===== src/rtl/conv_out_addr_ctrl_if.sv =====
// conv_out_addr_ctrl_if: layer handshake, MAC beat input and feature-map address/write outputs
// of the convolution output-address controller.
interface conv_out_addr_ctrl_if #(
    parameter int ADDR_W = 16,
    parameter int SEL_W  = 2
) ();
    logic              start;
    logic              mac_valid;
    logic              busy;
    logic              neuron_rdy;
    logic              plane_rdy;
    logic              layer_done;
    logic [ADDR_W-1:0] out_addr;
    logic [SEL_W-1:0]  out_sel;
    logic              write_rdy;
    logic [ADDR_W-1:0] wr_addr;
    logic [SEL_W-1:0]  wr_sel;

    modport slave (
        input  start, mac_valid,
        output busy, neuron_rdy, plane_rdy, layer_done, out_addr, out_sel, write_rdy, wr_addr, wr_sel
    );

    modport master (
        output start, mac_valid,
        input  busy, neuron_rdy, plane_rdy, layer_done, out_addr, out_sel, write_rdy, wr_addr, wr_sel
    );
endinterface


===== src/rtl/conv_out_addr_ctrl.sv =====
// conv_out_addr_ctrl: counts MAC beats per neuron, walks pixel/channel counters to build the packed
// feature-map address and lane, and delays them WR_DELAY cycles to line up with the RAM write port.
module conv_out_addr_ctrl #(
    parameter int ADDR_W       = 16,
    parameter int CNT_W        = 8,
    parameter int KERNEL_BEATS = 25,
    parameter int PLANE_PIX    = 196,
    parameter int OUT_CH       = 8,
    parameter int CH_PACK      = 4,
    parameter int SEL_W        = 2,
    parameter int WR_DELAY     = 2
) (
    input logic clk,
    input logic rst_n,
    conv_out_addr_ctrl_if.slave bus
);
    localparam int CH_W = $clog2(OUT_CH + 1);
    localparam int DW   = $clog2(WR_DELAY + 1);

    if (KERNEL_BEATS < 1 || KERNEL_BEATS > (1 << CNT_W) || PLANE_PIX < 1 || OUT_CH < 1 || WR_DELAY < 1 ||
        CH_PACK < 1 || (CH_PACK & (CH_PACK - 1)) != 0 || (1 << SEL_W) < CH_PACK ||
        longint'((OUT_CH + CH_PACK - 1) / CH_PACK) * longint'(PLANE_PIX) > (64'd1 << ADDR_W)) begin : g_bad_cfg
        $error("conv_out_addr_ctrl: illegal parameter set");
    end

    typedef enum logic [1:0] {IDLE, RUN, DRAIN, DONE} state_t;

    state_t            state, state_nx;
    logic [CNT_W-1:0]  beat_cnt;
    logic [ADDR_W-1:0] pix_cnt, base;
    logic [CH_W-1:0]   ch_cnt;
    logic [SEL_W-1:0]  lane;
    logic [DW-1:0]     drain_cnt;
    logic              fin;
    logic              acc, done_beat, pix_last, ch_last, lane_last;
    logic              neuron_rdy, plane_rdy;
    logic [ADDR_W-1:0] out_addr;
    logic [SEL_W-1:0]  out_sel;
    logic              rdy_pipe  [WR_DELAY];
    logic [ADDR_W-1:0] addr_pipe [WR_DELAY];
    logic [SEL_W-1:0]  sel_pipe  [WR_DELAY];

    // fin marks the final neuron of the layer; beats after it are not counted while RUN hands over to DRAIN
    always_comb begin
        acc       = state == RUN && bus.mac_valid && !fin;
        done_beat = acc && beat_cnt == CNT_W'(KERNEL_BEATS - 1);
        pix_last  = pix_cnt == ADDR_W'(PLANE_PIX - 1);
        ch_last   = ch_cnt == CH_W'(OUT_CH - 1);
        lane_last = lane == SEL_W'(CH_PACK - 1);
        state_nx  = state;
        case (state)
            IDLE:    state_nx = bus.start ? RUN : IDLE;
            RUN:     state_nx = fin ? DRAIN : RUN;
            DRAIN:   state_nx = drain_cnt == DW'(WR_DELAY - 1) ? DONE : DRAIN;
            default: state_nx = IDLE;
        endcase
    end

    always_ff @(posedge clk or negedge rst_n) begin
        if (!rst_n) begin
            state      <= IDLE;
            beat_cnt   <= '0;
            pix_cnt    <= '0;
            base       <= '0;
            ch_cnt     <= '0;
            lane       <= '0;
            drain_cnt  <= '0;
            fin        <= 1'b0;
            neuron_rdy <= 1'b0;
            plane_rdy  <= 1'b0;
            out_addr   <= '0;
            out_sel    <= '0;
        end else begin
            state      <= state_nx;
            neuron_rdy <= done_beat;
            plane_rdy  <= done_beat && pix_last;
            drain_cnt  <= state == DRAIN ? drain_cnt + 1'b1 : '0;
            if (state == IDLE && bus.start) begin
                beat_cnt <= '0;
                pix_cnt  <= '0;
                base     <= '0;
                ch_cnt   <= '0;
                lane     <= '0;
                fin      <= 1'b0;
            end else if (acc) begin
                beat_cnt <= done_beat ? '0 : beat_cnt + 1'b1;
                if (done_beat) begin
                    out_addr <= base + pix_cnt;
                    out_sel  <= lane;
                    fin      <= pix_last && ch_last;
                    pix_cnt  <= pix_last ? '0 : pix_cnt + 1'b1;
                    if (pix_last) begin
                        ch_cnt <= ch_last ? '0 : ch_cnt + 1'b1;
                        lane   <= (ch_last || lane_last) ? '0 : lane + 1'b1;
                        base   <= ch_last ? '0 : lane_last ? base + ADDR_W'(PLANE_PIX) : base;
                    end
                end
            end
        end
    end

    always_ff @(posedge clk or negedge rst_n) begin
        if (!rst_n) begin
            for (int i = 0; i < WR_DELAY; i++) begin
                rdy_pipe[i]  <= 1'b0;
                addr_pipe[i] <= '0;
                sel_pipe[i]  <= '0;
            end
        end else begin
            rdy_pipe[0]  <= neuron_rdy;
            addr_pipe[0] <= out_addr;
            sel_pipe[0]  <= out_sel;
            for (int i = 1; i < WR_DELAY; i++) begin
                rdy_pipe[i]  <= rdy_pipe[i-1];
                addr_pipe[i] <= addr_pipe[i-1];
                sel_pipe[i]  <= sel_pipe[i-1];
            end
        end
    end

    assign bus.busy       = state != IDLE;
    assign bus.layer_done = state == DONE;
    assign bus.neuron_rdy = neuron_rdy;
    assign bus.plane_rdy  = plane_rdy;
    assign bus.out_addr   = out_addr;
    assign bus.out_sel    = out_sel;
    assign bus.write_rdy  = rdy_pipe[WR_DELAY-1];
    assign bus.wr_addr    = addr_pipe[WR_DELAY-1];
    assign bus.wr_sel     = sel_pipe[WR_DELAY-1];
endmodule

===== src/flat_wrapper.sv =====
// flat-port wrapper written by rule: the top's interface ports become plain ports
module conv_out_addr_ctrl_flat 
#(
    parameter int ADDR_W       = 16,
    parameter int CNT_W        = 8,
    parameter int KERNEL_BEATS = 25,
    parameter int PLANE_PIX    = 196,
    parameter int OUT_CH       = 8,
    parameter int CH_PACK      = 4,
    parameter int SEL_W        = 2,
    parameter int WR_DELAY     = 2
)
  (clk, rst_n, bus_start, bus_mac_valid, bus_busy, bus_neuron_rdy, bus_plane_rdy, bus_layer_done, bus_out_addr, bus_out_sel, bus_write_rdy, bus_wr_addr, bus_wr_sel);
  conv_out_addr_ctrl_if #(.ADDR_W(ADDR_W), .SEL_W(SEL_W)) bus_i ();
  input logic clk;
  input logic rst_n;
  input wire logic [$bits(bus_i.start)-1:0] bus_start;
  input wire logic [$bits(bus_i.mac_valid)-1:0] bus_mac_valid;
  output wire logic [$bits(bus_i.busy)-1:0] bus_busy;
  output wire logic [$bits(bus_i.neuron_rdy)-1:0] bus_neuron_rdy;
  output wire logic [$bits(bus_i.plane_rdy)-1:0] bus_plane_rdy;
  output wire logic [$bits(bus_i.layer_done)-1:0] bus_layer_done;
  output wire logic [$bits(bus_i.out_addr)-1:0] bus_out_addr;
  output wire logic [$bits(bus_i.out_sel)-1:0] bus_out_sel;
  output wire logic [$bits(bus_i.write_rdy)-1:0] bus_write_rdy;
  output wire logic [$bits(bus_i.wr_addr)-1:0] bus_wr_addr;
  output wire logic [$bits(bus_i.wr_sel)-1:0] bus_wr_sel;
  assign bus_i.start = bus_start;
  assign bus_i.mac_valid = bus_mac_valid;
  assign bus_busy = bus_i.busy;
  assign bus_neuron_rdy = bus_i.neuron_rdy;
  assign bus_plane_rdy = bus_i.plane_rdy;
  assign bus_layer_done = bus_i.layer_done;
  assign bus_out_addr = bus_i.out_addr;
  assign bus_out_sel = bus_i.out_sel;
  assign bus_write_rdy = bus_i.write_rdy;
  assign bus_wr_addr = bus_i.wr_addr;
  assign bus_wr_sel = bus_i.wr_sel;
  conv_out_addr_ctrl #(.ADDR_W(ADDR_W), .CNT_W(CNT_W), .KERNEL_BEATS(KERNEL_BEATS), .PLANE_PIX(PLANE_PIX), .OUT_CH(OUT_CH), .CH_PACK(CH_PACK), .SEL_W(SEL_W), .WR_DELAY(WR_DELAY)) u_core (.clk(clk), .rst_n(rst_n), .bus(bus_i));
endmodule

===== config.mk =====
export PLATFORM = sky130hd
export DESIGN_NAME = conv_out_addr_ctrl_flat
export DESIGN_NICKNAME = d
export VERILOG_FILES = /design/src/rtl/conv_out_addr_ctrl_if.sv /design/src/rtl/conv_out_addr_ctrl.sv /design/src/flat_wrapper.sv
export SDC_FILE = /design/constraint.sdc
export NUM_CORES = 1
export LEC_CHECK = 0
export CAP_MARGIN = 10
export CORE_MARGIN = 1
export CORE_UTILIZATION = 35
export DETAILED_ROUTE_END_ITERATION = 10
export PLACE_DENSITY = 0.5
export SYNTH_ARGS = -nofsm -noshare
export SYNTH_HDL_FRONTEND = slang
export SYNTH_SLANG_ARGS = --single-unit

===== constraint.sdc =====
create_clock -name clk -period 3.1 [get_ports clk]
set_input_delay 0.31 -clock clk [delete_from_list [all_inputs] [get_ports clk]]
set_output_delay 0.31 -clock clk [all_outputs]
set_load 0.1 [all_outputs]

# Yosys cells after proc, flatten, opt, wreduce, memory -nomap -nowiden
# Cells that the tools add are included.
totals:
  regBits: 109
  in_bits: 4
  output_inout_bits: 41
  elab_cells: 83
classes:
  reduce_logical: 18
  eq_ne: 8
  bitwise: 1
  n_addsub: 7
  n_mux: 31
ops:
  columns: ["cell", "n"]
  rows:
  - ["16-bit 2-to-1 mux", 10]
  - ["8-bit 2-to-1 mux", 3]
  - ["4-bit 2-to-1 mux", 5]
  - ["16-bit by 1-bit adder with 16-bit output, second input constant", 1]
  - ["16-bit adder", 1]
  - ["16-bit by 8-bit adder with 16-bit output, second input constant", 1]
  - ["16-bit by 8-bit equality test with 1-bit output, second input constant", 1]
  - ["2-bit 2-to-1 mux", 7]
  - ["8-bit by 1-bit adder with 8-bit output, second input constant", 1]
  - ["8-bit by 5-bit equality test with 1-bit output, second input constant", 1]
  - ["2-bit nonzero test", 4]
  - ["2-bit equality test, second input constant", 3]
  - ["1-bit logical AND", 6]
  - ["2-bit one-hot mux with 3 select lines", 1]
  - ["3-bit AND reduction", 2]
  - ["1-bit 2-to-1 mux", 5]
  - ["2-bit by 1-bit adder with 2-bit output, second input constant", 2]
  - ["4-bit by 1-bit adder with 4-bit output, second input constant", 1]
  - ["2-bit by 1-bit equality test with 1-bit output, second input constant", 2]
  - ["4-bit by 3-bit equality test with 1-bit output, second input constant", 1]
  - ["4-bit AND reduction", 1]
  - ["3-bit nonzero test", 1]
  - ["2-bit zero test", 1]
  - ["2-bit AND reduction", 1]
  - ["other kinds (3)", 3]

# Logic depth before layout (Yosys ltp)
# Gate-level depths: netlist (run 1).
logic_depth:
  depth_word: 7
  mapped_depth: 10
  mapped_depth_nobuf: 8

# Least setup slack after synthesis (run 1)
# No wires, ideal clock.
synth_timing:
  path_type: "register to register"
  start: "reg u_core.beat_cnt[0]"
  end: "reg u_core.base[10]"
  path_stages_with_launch: 11
  n_path_buf: 2
  synth_period_minus_slack_ns: 2.404
  required_time_ns: 2.968
  arrival_ns: 2.272
  setup_slack_ns: 0.696
  setup_time_ns: 0.132
  cell_sequence: "dfrtp_1 -> inv_1 -> ha_1 -> or4b_1 -> or4_4 -> clkinv_4 -> a21oi_2 -> buf_2 -> clkbuf_1 -> o31ai_1 -> o31ai_1"
synth_via:
  elab_chain_len: 4
synth_rtl:
  columns: ["item", "line", "text"]
  rows:
  - ["from (decl)", "conv_out_addr_ctrl.sv:29", "logic [CNT_W-1:0] beat_cnt;"]
  - ["from (signal assigned)", "conv_out_addr_ctrl.sv:86", "beat_cnt <= done_beat ? '0 : beat_cnt + 1'b1;"]
  - ["8-bit by 5-bit equality test with 1-bit output", "conv_out_addr_ctrl.sv:46", "done_beat = acc && beat_cnt == CNT_W'(KERNEL_BEATS - 1);"]
  - ["1-bit logical AND", "conv_out_addr_ctrl.sv:46", null]
  - ["2-bit nonzero test (no line)", null, null]
  - ["4-bit AND reduction (no line)", null, null]
  - ["to (signal assigned)", "conv_out_addr_ctrl.sv:95", "base <= ch_last ? '0 : lane_last ? base + ADDR_W'(PLANE_PIX) : base;"]
  - ["to (decl)", "conv_out_addr_ctrl.sv:30", "logic [ADDR_W-1:0] pix_cnt, base;"]
# Every way passes these cells.
# A chain may end at the register's enable or synchronous reset.

# Worst setup path in the final report (run 1)
# Same ends and word-level chain as after synthesis.

==> run metrics, run 1 <==
status finished clean; Multi-input gate area 2080 um^2; peak supply drop 0.378 mV; largest area contributor in the netlist dfrtp_1; final design utilization 41.5%; Tot Pwr 0.00384 W; CP endpoint kind flop; hold violation total from the final report 0; fillers 1,310; Largest stage delay, worst path 0.57 ns; placed inst area 5500 um^2; Die Span Y 122 um; internal power 0.00238 W; DR iter-0 viols 184; post-synth top area share 53.5%; share of layout cells above drive strength 1 6.60%; setup_tns 0 ns; Clock Power Share 29.1%; Least-Margin Pin Slew 0.977 ns; Combinational Power Share 26.4%; final net count 534; Post-CTS Setup Inserts 0; Rel. slew slack 34.7%; chip width 122 um; Yosys warning total 0; pin count of the biggest net entering global routing 65; Min Hold Slack 0.349 ns; Synth Instances 486; setup repair after global routing missed its margin false; die area 14,800 um^2; clk_skew 0.00704 ns; Synth area leaders dfrtp_1 (53%), ha_1 (5.0%), nand2_1 (4.4%); final WL 10.6 mm; CP max-delay cell or3_1; Post-synth EDFFs 0; final instance area 5790 um^2; Reg clk slew, reported paths 0.07 ns; final setup fails 0; n_diodes 0; startpoint types flop; Vias/cell 5.15; Net Sw Frac 38.1%; Synth cell types 61; sw power 0.00146 W; Leakage 2.66 nW; CP Class flop to flop; crit path cell chain inv_1 > ha_1 > or4b_1 > or4_4 > clkinv_4 > a21oi_2 > or3_1 > o31ai_1; total number of vias 3,579; grt ovf 0; post-synthesis sequential area ratio 53.5%; first-pass GRT wire length 17.7 mm; Most used DFF post-synth dfrtp_1; Clk Latency, worst-skew pair 0.36 ns; CTS buffer count 9; area grow syn2layout 15.6%; max cap viols 0; initial antenna violation count 0; row cnt 43; Yosys reg bits 107; PortBufs 44; Initial Util 35.9%; Synth async-reset ratio 100%; Post-DRT Antenna Nets 0; CTS tree built; 1st-pass router iterations 4; CTS max path bufs 2; HP Class flop to flop; WP data arrival 3.08 ns; vias in the first global route 3,289; pwr dens 663 nW/um^2; f_max 0.355 GHz; syn nets 510; clk sinks 107; Synth Cell Area 5010 um^2; Period Utilization, post-route 90.9%; # H-tree levels 3; clk root buf clkbuf_16; core area 13,900 um^2; Seq pwr share 44.6%; post-route minimum period 2.82 ns; Routability Congestion 0.787; Max Slew Vio Count 0; mean routed wirelength per cell 15.2 um; Worst EP required 3.36 ns; synthesized area per cell 10.3 um^2; Sequential Area 2680 um^2; Crit Path Max Fanout 21; GR Util All Layers 15.7%; Remaining DRCs 0; DP HPWL 7.25 mm; io pins 45
worst paths after layout:
path,start,endpoint,slack (ns),cells past startpoint
max reg2reg,u_core.beat_cnt[0],u_core.base[10],0.28,8
min in group asynchronous,rst_n,u_core.bus.wr_sel[0],0.50,2
max in group asynchronous,rst_n,u_core.bus.wr_addr[11],1.87,3
min,u_core.sel_pipe[3],u_core.bus.wr_sel[1],0.35,0
min reg2reg,u_core.sel_pipe[3],u_core.bus.wr_sel[1],0.35,0
max,u_core.beat_cnt[0],u_core.base[10],0.28,8
cells in the mapped netlist, drive strengths merged, types with 8 or more instances:
cell type / n
a21oi: 13
nand3: 17
nor3: 9
inv: 11
xnor2: 8
nor2: 32
clkbuf: 16
nand2: 59
ha: 20
nand4: 8
o31ai: 12
dfrtp: 107
a22o: 8
buf: 20
nand2b: 10
o21ai: 42
metal layers:
layer	up-vias	share of wire (%)	track usage, %
li1	1773	-	-
met1	1713	48	21.0
met2	81	46	23.9
met3	12	5.0	4.82
met4	0	1.6	5.48
met5	-	0	0
area by class of cell:
| cell class | instances | area share (%) |
|---|---|---|
| multi-input combinational | 331 | 35.9 |
| sequential | 107 | 46.3 |
| clock buffer | 10 | 3.96 |
| clock inverter | 6 | 0.929 |
| timing repair buffer | 49 | 8.26 |
| inverter | 12 | 0.864 |
| tap | 180 | 3.89 |
cell families after synthesis:
logic type | Yosys count | share of synthesized area, %
and+or+nand+nor | 183 | 18.8
AOI/OAI and AO/OA | 110 | 14.4
DFF | 107 | 53.5
buffers and inverters | 48 | 5.10
adders and majority gates | 20 | 5.00
xor gates and xnor gates | 14 | 2.45
muxes | 4 | 0.799
metrics by stage:
stage | instances | worst slack (ns)
floorplan | 486 | 0.696
global placement | 678 | 0.292
detailed placement | 678 | 0.189
CTS | 695 | 0.269
global route | 695 | 0.0908
finish | 695 | 0.283
what timing repair did:
item / in CTS / in global routing
hold buffers: 1 / 0
endpoints found under the hold margin: 43 / 0
resized for setup: 0 / 0
registers in the layout, summed over array words and instances (netlist names), 2 cells and up:
signal and count:
u_core.addr_pipe 16, u_core.bus.out_addr 16, u_core.bus.wr_addr 16, u_core.pix_cnt 16
u_core.base 14, u_core.beat_cnt 8, u_core.ch_cnt 4, u_core.bus.out_sel 2
u_core.bus.wr_sel 2, u_core.drain_cnt 2, u_core.lane 2, u_core.sel_pipe 2
u_core.state 2
worst max-delay path, delay by kind of cell, from the launching register on:
| kind | cells | cell delay (ns) |
|---|---|---|
| and+or+nand+nor | 3 | 1.46 |
| AOI/OAI and AO/OA | 2 | 0.47 |
| DFF | 1 | 0.42 |
| buffers and inverters | 2 | 0.23 |
| adders and majority gates | 1 | 0.13 |
power groups by stage:
stage / sequential, W / combinational (W) / clock [W]
floorplan: 0.00200 / 0.000534 / 0
global placement: 0.00174 / 0.00101 / 0
detailed placement: 0.00174 / 0.00102 / 0
CTS: 0.00171 / 0.00102 / 0.00116
global route: 0.00174 / 0.00107 / 0.00121
finish: 0.00171 / 0.00101 / 0.00112
cell usage in the layout (no fill, tap or decap), types with 3 or more instances in the layout:
cell type	netlist	routed
nor4_1	7	7
inv_1	11	11
a21o_1	7	7
o21ai_0	38	38
dfrtp_1	107	107
nand3_1	17	17
nor2b_1	3	3
buf_4	18	9
nor3b_1	6	6
xor2_1	6	6
o31ai_1	12	12
ha_1	20	20
nand4_1	8	8
a22o_1	8	8
clkdlybuf4s50_1	0	38
or3_1	6	6
a21oi_1	12	12
nor3_1	9	9
and2_1	4	4
and3_1	3	3
nor2_1	32	32
or4_1	4	4
clkbuf_16	0	9
mux2i_1	4	4
o21ai_1	4	4
nand2b_1	10	10
inv_6	0	3
nand2_1	59	59
xnor2_1	8	8
o21a_1	4	4
a211oi_1	4	4
Note: power is estimated with default switching activity, not from simulation.
==> inputs of run 2 (changes only) <==
--- a/config.mk
+++ b/config.mk
@@ -10,6 +10,7 @@
 export CORE_UTILIZATION = 35
 export DETAILED_ROUTE_END_ITERATION = 10
 export PLACE_DENSITY = 0.5
+export SLEW_MARGIN = 20
 export SYNTH_ARGS = -nofsm -noshare
 export SYNTH_HDL_FRONTEND = slang
 export SYNTH_SLANG_ARGS = --single-unit
==> results of run 2 <==
No change in the layout: final DEF, timing and power equal those of run 1.
